File: src/rtl/matmul_stream_pkg.sv
// Shared types and default sizing for the streaming matrix-multiply block.
package matmul_pkg;

   localparam int DATA_W_DEF = 16;
   localparam int MAX_N_DEF  = 8;
   localparam int ACC_W_DEF  = 40;
   localparam int OUT_W_DEF  = 32;

   typedef enum logic [1:0] {
      ST_IDLE,
      ST_ACC,
      ST_EMIT,
      ST_DONE
   } state_t;

endpackage

File: src/rtl/matmul_stream_if.sv
// Operand-in / result-out handshake bundle for matmul_stream.
interface matmul_stream_if
   import matmul_pkg::*;
#(
   parameter int DATA_W = DATA_W_DEF,
   parameter int OUT_W  = OUT_W_DEF
);

   logic              op_valid;
   logic              op_ready;
   logic [DATA_W-1:0] a_data;
   logic [DATA_W-1:0] b_data;
   logic              res_valid;
   logic              res_ready;
   logic [OUT_W-1:0]  res_data;
   logic [3:0]        res_row;
   logic [3:0]        res_col;
   logic              res_last;

   modport master (
      output op_valid, a_data, b_data, res_ready,
      input  op_ready, res_valid, res_data, res_row, res_col, res_last
   );

   modport slave (
      input  op_valid, a_data, b_data, res_ready,
      output op_ready, res_valid, res_data, res_row, res_col, res_last
   );

endinterface

File: src/rtl/matmul_stream_mac.sv
// Signed/unsigned multiply-accumulate step and result saturation/truncation.
module matmul_mac
   import matmul_pkg::*;
#(
   parameter int DATA_W = DATA_W_DEF,
   parameter int ACC_W  = ACC_W_DEF,
   parameter int OUT_W  = OUT_W_DEF
) (
   input  logic [ACC_W-1:0]  acc,
   input  logic [DATA_W-1:0] a,
   input  logic [DATA_W-1:0] b,
   input  logic              signed_mode,
   input  logic              sat_en,
   output logic [ACC_W-1:0]  acc_next,
   output logic [OUT_W-1:0]  res
);

   localparam int PROD_W = 2 * DATA_W;

   logic signed [PROD_W-1:0] prod_s;
   logic        [PROD_W-1:0] prod_u;
   logic        [ACC_W-1:0]  prod_ext;
   logic                     sig_fit;
   logic                     uns_fit;

   always_comb begin
      prod_s   = $signed({{DATA_W{a[DATA_W-1]}}, a}) * $signed({{DATA_W{b[DATA_W-1]}}, b});
      prod_u   = {{DATA_W{1'b0}}, a} * {{DATA_W{1'b0}}, b};
      prod_ext = signed_mode ? {{(ACC_W-PROD_W){prod_s[PROD_W-1]}}, prod_s}
                             : {{(ACC_W-PROD_W){1'b0}}, prod_u};
      acc_next = acc + prod_ext;
   end

   // A signed value fits when every bit above the OUT_W sign bit matches it.
   assign sig_fit = (acc[ACC_W-1:OUT_W-1] == '0) || (acc[ACC_W-1:OUT_W-1] == '1);

   generate
      if (OUT_W < ACC_W) begin : g_uns_chk
         assign uns_fit = (acc[ACC_W-1:OUT_W] == '0);
      end else begin : g_uns_full
         assign uns_fit = 1'b1;
      end
   endgenerate

   always_comb begin
      res = acc[OUT_W-1:0];
      if (sat_en) begin
         if (signed_mode) begin
            if (!sig_fit)
               res = acc[ACC_W-1] ? {1'b1, {(OUT_W-1){1'b0}}} : {1'b0, {(OUT_W-1){1'b1}}};
         end else if (!uns_fit) begin
            res = '1;
         end
      end
   end

endmodule

File: src/rtl/matmul_stream.sv
// Streaming N x N matrix multiply: consumes A/B operand pairs, emits C elements in row-major order.
module matmul_stream
   import matmul_pkg::*;
#(
   parameter int DATA_W = DATA_W_DEF,
   parameter int MAX_N  = MAX_N_DEF,
   parameter int ACC_W  = ACC_W_DEF,
   parameter int OUT_W  = OUT_W_DEF
) (
   input  logic       clk,
   input  logic       rst,
   input  logic       start,
   input  logic [3:0] mat_n,
   input  logic       signed_mode,
   input  logic       sat_en,
   output logic       busy,
   output logic       done,
   output logic       err,
   matmul_stream_if.slave bus
);

   localparam logic [3:0] MAX_N4 = 4'(MAX_N);

   state_t            state;
   state_t            state_nx;
   logic [ACC_W-1:0]  acc;
   logic [ACC_W-1:0]  acc_next;
   logic [OUT_W-1:0]  mac_res;
   logic [3:0]        row;
   logic [3:0]        col;
   logic [3:0]        k;
   logic [3:0]        n_lat;
   logic [3:0]        n_m1;
   logic              sgn_lat;
   logic              sat_lat;
   logic              mat_ok;
   logic              accept;
   logic              handshake;
   logic              k_last;
   logic              elem_last;

   matmul_mac #(
      .DATA_W (DATA_W),
      .ACC_W  (ACC_W),
      .OUT_W  (OUT_W)
   ) u_mac (
      .acc         (acc),
      .a           (bus.a_data),
      .b           (bus.b_data),
      .signed_mode (sgn_lat),
      .sat_en      (sat_lat),
      .acc_next    (acc_next),
      .res         (mac_res)
   );

   assign n_m1      = n_lat - 4'd1;
   assign mat_ok    = (mat_n != 4'd0) && (mat_n <= MAX_N4);
   assign accept    = (state == ST_ACC) && bus.op_valid;
   assign handshake = (state == ST_EMIT) && bus.res_ready;
   assign k_last    = (k == n_m1);
   assign elem_last = (row == n_m1) && (col == n_m1);

   assign bus.op_ready  = (state == ST_ACC);
   assign bus.res_valid = (state == ST_EMIT);
   assign bus.res_data  = mac_res;
   assign bus.res_row   = row;
   assign bus.res_col   = col;
   assign bus.res_last  = (state == ST_EMIT) && elem_last;
   assign busy          = (state != ST_IDLE);
   assign done          = (state == ST_DONE);

   always_ff @(posedge clk or posedge rst) begin
      if (rst) state <= ST_IDLE;
      else     state <= state_nx;
   end

   always_comb begin
      state_nx = state;
      case (state)
         ST_IDLE: if (start && mat_ok) state_nx = ST_ACC;
         ST_ACC:  if (accept && k_last) state_nx = ST_EMIT;
         ST_EMIT: if (handshake) state_nx = elem_last ? ST_DONE : ST_ACC;
         ST_DONE: state_nx = ST_IDLE;
         default: state_nx = ST_IDLE;
      endcase
   end

   always_ff @(posedge clk or posedge rst) begin
      if (rst) begin
         acc     <= '0;
         row     <= '0;
         col     <= '0;
         k       <= '0;
         n_lat   <= '0;
         sgn_lat <= 1'b0;
         sat_lat <= 1'b0;
         err     <= 1'b0;
      end else begin
         err <= (state == ST_IDLE) && start && !mat_ok;
         case (state)
            ST_IDLE: begin
               if (start && mat_ok) begin
                  acc     <= '0;
                  row     <= '0;
                  col     <= '0;
                  k       <= '0;
                  n_lat   <= mat_n;
                  sgn_lat <= signed_mode;
                  sat_lat <= sat_en;
               end
            end
            ST_ACC: begin
               if (accept) begin
                  acc <= acc_next;
                  k   <= k_last ? 4'd0 : k + 4'd1;
               end
            end
            ST_EMIT: begin
               // acc is held through the last element so res_data stays valid into DONE.
               if (handshake && !elem_last) begin
                  acc <= '0;
                  if (col == n_m1) begin
                     col <= 4'd0;
                     row <= row + 4'd1;
                  end else begin
                     col <= col + 4'd1;
                  end
               end
            end
            default: ;
         endcase
      end
   end

endmodule

File: src/flat_wrapper.sv
// flat-port wrapper written by rule: the top's interface ports become plain ports
module matmul_stream_flat import matmul_pkg::*;
#(
   parameter int DATA_W = DATA_W_DEF,
   parameter int MAX_N  = MAX_N_DEF,
   parameter int ACC_W  = ACC_W_DEF,
   parameter int OUT_W  = OUT_W_DEF
)
  (clk, rst, start, mat_n, signed_mode, sat_en, busy, done, err, bus_op_valid, bus_a_data, bus_b_data, bus_res_ready, bus_op_ready, bus_res_valid, bus_res_data, bus_res_row, bus_res_col, bus_res_last);
  matmul_stream_if #(.DATA_W(DATA_W), .OUT_W(OUT_W)) bus_i ();
  input  logic clk;
  input  logic rst;
  input  logic start;
  input  logic [3:0] mat_n;
  input  logic signed_mode;
  input  logic sat_en;
  output logic busy;
  output logic done;
  output logic err;
  input wire logic [$bits(bus_i.op_valid)-1:0] bus_op_valid;
  input wire logic [$bits(bus_i.a_data)-1:0] bus_a_data;
  input wire logic [$bits(bus_i.b_data)-1:0] bus_b_data;
  input wire logic [$bits(bus_i.res_ready)-1:0] bus_res_ready;
  output wire logic [$bits(bus_i.op_ready)-1:0] bus_op_ready;
  output wire logic [$bits(bus_i.res_valid)-1:0] bus_res_valid;
  output wire logic [$bits(bus_i.res_data)-1:0] bus_res_data;
  output wire logic [$bits(bus_i.res_row)-1:0] bus_res_row;
  output wire logic [$bits(bus_i.res_col)-1:0] bus_res_col;
  output wire logic [$bits(bus_i.res_last)-1:0] bus_res_last;
  assign bus_i.op_valid = bus_op_valid;
  assign bus_i.a_data = bus_a_data;
  assign bus_i.b_data = bus_b_data;
  assign bus_i.res_ready = bus_res_ready;
  assign bus_op_ready = bus_i.op_ready;
  assign bus_res_valid = bus_i.res_valid;
  assign bus_res_data = bus_i.res_data;
  assign bus_res_row = bus_i.res_row;
  assign bus_res_col = bus_i.res_col;
  assign bus_res_last = bus_i.res_last;
  matmul_stream #(.DATA_W(DATA_W), .MAX_N(MAX_N), .ACC_W(ACC_W), .OUT_W(OUT_W)) u_core (.clk(clk), .rst(rst), .start(start), .mat_n(mat_n), .signed_mode(signed_mode), .sat_en(sat_en), .busy(busy), .done(done), .err(err), .bus(bus_i));
endmodule
File: config.mk
export PLATFORM = sky130hd
export DESIGN_NAME = matmul_stream_flat
export DESIGN_NICKNAME = d
export VERILOG_FILES = /design/src/rtl/matmul_stream_pkg.sv /design/src/rtl/matmul_stream_if.sv /design/src/rtl/matmul_stream_mac.sv /design/src/rtl/matmul_stream.sv /design/src/flat_wrapper.sv
export SDC_FILE = /design/constraint.sdc
export NUM_CORES = 1
export LEC_CHECK = 0
export BUFFER_PORTS_ARGS = -buffer_cell sky130_fd_sc_hd__buf_2
export CAP_MARGIN = 20
export CORE_MARGIN = 3
export CORE_UTILIZATION = 56
export CTS_BUF_LIST = sky130_fd_sc_hd__clkbuf_4
export CTS_CLUSTER_SIZE = 10
export DETAILED_ROUTE_END_ITERATION = 12
export PLACE_DENSITY = 0.74
export SYNTH_ARGS = -nofsm -noshare
export SYNTH_HDL_FRONTEND = slang
export SYNTH_HIERARCHICAL = 1
export SYNTH_SLANG_ARGS = --single-unit
export TNS_END_PERCENT = 10
File: constraint.sdc
create_clock -name clk -period 5.5 [get_ports clk]
set_input_delay 0.55 -clock clk [delete_from_list [all_inputs] [get_ports clk]]
set_output_delay 0.55 -clock clk [all_outputs]
set_load 0.05 [all_outputs]
==> results.py <==
metrics = {
    "yosys": {
        "postSynth.asyncResetShare_pct": 100.0,
        "yosys_warnings": 6,
        "synth_edf_count": 0,
        "synth_area_um2": 19830,
        "synth_cells": 2213,
        "synthesis.nets": 2821,
        "synth-main-ff-cell": "dfrtp_1",
        "ys_ff_latch": 61,
        "yosysSeqAreaShare_pct": 7.696,
        "synth_cell_types": 73,
        "syn_area_per_cell_um2": 8.963,
    },
    "timing": {
        "finalSetupViolCount": 30,
        "fin_ws_ns": -2.528,
        "finalHoldViolCount": 0,
        "finClkSkew_ns": 0.008118,
        "min_period_ns": 8.028,
        "rsz0062_at_grt": "yes",
        "worstMarginPinSlew_ns": 1.050,
        "maxSlewViolCount": 0,
        "max_slew_margin_pct": 29.80,
        "fin_crit_sh_pct": 146.0,
        "timing.fmax_ghz": 0.1246,
    },
    "global_route": {
        "grt_pass1_vias": 18214,
        "grt_max_degree": 62,
        "grt_pass1_wl_um": 87240,
        "grt_usage_pct": 27.91,
        "antenna_found_initial": 1,
        "gr-total-overflow": 0,
    },
    "final_layout": {
        "nNetsFinal": 3280,
        "final_common_cell": "inv_1",
        "fill_cells": 2621,
        "layout_common_cells": "inv_1, buf_4, fa_1",
        "syn2layout_area_growth_pct": 24.94,
        "layout.area.seq_um2": 1526,
        "multi_input_area_um2": 16890,
        "drive_above_1_share_pct": 25.56,
    },
    "worst_setup_path": {
        "worst-endpoint-arrival_ns": 8.35,
        "reg2reg_slack_ns": 1.63,
        "crit_fanout": 8,
        "worstReg2RegEnd": "u_core/acc[36]$_DFFE_PP0P_",
        "required_ns": 5.82,
        "cpMaxStageDelayCell": "fa_1",
        "worst_setup_path_end_kind": "flop",
        "r2r-start": "u_core/sgn_lat$_DFFE_PP0P_",
        "start_kind": "input pin",
        "path_class": "input pin to flop",
        "reg2regPathDepth": 13,
        "slowest_delay_ns": 0.58,
    },
    "floorplan": {
        "core_area_um2": 34710,
        "placement_rows": 68,
        "dieArea_um2": 37710,
        "pin_count": 89,
        "die_w_um": 194.2,
        "start_util_pct": 57.14,
        "dieHeight_um": 194.2,
    },
    "cts": {
        "insertion_delay_ns": 0.43,
        "clk_pin_slew_ns": 0.10,
        "cts_buffers": 9,
        "cts_tree": "yes",
        "htree_levels": 3,
        "clock_tree.root_cell": "clkbuf_4",
        "clk_path_buf_depth": 2,
        "cts_sinks": 61,
    },
    "detailed_routing": {
        "drc": 0,
        "wl_per_cell_um": 16.78,
        "drtIter0Drc": 973,
        "vias_per_cell": 5.381,
        "postRouteAntennaNets": 0,
        "wl_um": 52560,
        "vias": 16853,
        "drt_pass1_iterations": 5,
    },
    "placement": {
        "place_ws_ns": -3.394,
        "gp_congestion": 0.9305,
        "hpwl_um": 45100,
        "io_buffers": 88,
    },
    "outcome": {
        "status": "complete, but fails checks",
        "violations": "setup timing",
    },
    "job": {
        "cap_violations": 0,
    },
    "min_path": {
        "hold_class": "input pin to asynchronous set/reset pin",
    },
}
per-layer routing:
| layer | global-route usage (%) | vias to the layer above | routed length, µm |
|---|---|---|---|
| met5 | 0 | - | 0 |
| met4 | 7.207 | 0 | 1152 |
| met3 | 3.892 | 88 | 2337 |
| met2 | 49.97 | 401 | 27680 |
| met1 | 35.81 | 8451 | 21390 |
| li1 | - | 7913 | - |
layout make-up:
cell class,instances,area share (%)
repair buffers,512,15.43
flip-flops and latches,61,6.160
well taps,455,2.297
multi-input cells,1596,68.15
diodes,1,0.01010
clock inverters,6,0.2222
clock buffers,9,0.2726
inverters,492,7.452
metrics by stage:
step / hold WS [ns] / util, % / area (µm²) / setup TNS [ns] / cells
floorplan: 0.4438 / - / 20170 / -45.29 / 2213
detailed placement: 0.5202 / 68.83 / 23890 / -74.19 / 3095
finish: 0.3257 / 71.39 / 24780 / -51.96 / 3132
global placement: 0.5224 / 68.83 / 23890 / -72.42 / 3095
global route: 0.3005 / 71.39 / 24780 / -58.46 / 3132
CTS: 0.3037 / 70.11 / 24340 / -52.92 / 3120
worst max path at each step:
| stage | start | endpoint | slack [ns] | cells after the start |
|---|---|---|---|---|
| after floorplan | bus_b_data[5] | u_core/acc[36]$_DFFE_PP0P_ | -2.38 | 32 |
| after global placement | bus_b_data[6] | u_core/acc[36]$_DFFE_PP0P_ | -3.27 | 33 |
| after detailed placement | bus_b_data[6] | u_core/acc[36]$_DFFE_PP0P_ | -3.39 | 33 |
| after CTS | bus_b_data[4] | u_core/acc[36]$_DFFE_PP0P_ | -2.55 | 33 |
| after global routing | bus_a_data[8] | u_core/acc[36]$_DFFE_PP0P_ | -2.75 | 36 |
| final | bus_b_data[4] | u_core/acc[38]$_DFFE_PP0P_ | -2.53 | 37 |
state kept, by name (all words and copies together), names as in the netlist:
name / count
u_core/bus.res_col: 4
u_core/err: 1
u_core/acc: 40
u_core/bus.res_row: 4
u_core/n_lat: 4
u_core/state: 2
u_core/sgn_lat: 1
u_core/k: 4
u_core/sat_lat: 1
critical path: cells and delay by family:
kind / cells / cell delay, ns
compound gates: 11 / 1.77
fa+ha+maj: 8 / 3.31
xor+xnor: 2 / 0.26
buf+inv: 10 / 1.18
simple gates: 6 / 1.25
synthesized netlist by cell type, types with 42 or more instances:
cell type	count	area (µm²)
clkbuf_1	58	217.7
nand2_1	208	780.8
a21oi_1	102	510.5
xnor2_1	81	709.4
dfrtp_1	61	1526
o21a_1	43	322.8
ha_1	200	2502
o21ai_0	60	300.3
and2_1	116	725.7
fa_1	365	7307
inv_1	492	1847
a21o_1	42	315.3
a22o_1	44	385.4
nor2_1	69	259.0
cells by family after synthesis:
logic type	count (synthesis)	synth area share [%]
flops	61	7.696
compound gates	385	13.44
fa+ha+maj	565	49.46
xor+xnor	116	5.274
mux	10	0.5110
simple gates	520	12.91
buf+inv	556	10.72
what timing repair did:
item                                    4_1_cts  5_1_grt
endpoints found under the setup margin       32       32
hold buffers                                  0        0
pin swaps                                    38       60
setup buffers                                10        9
resized for setup                            70       98
Power is left out: the tool's default activity adds up to more than one toggle a clock period on the data nets, which glitch-free logic cannot reach.
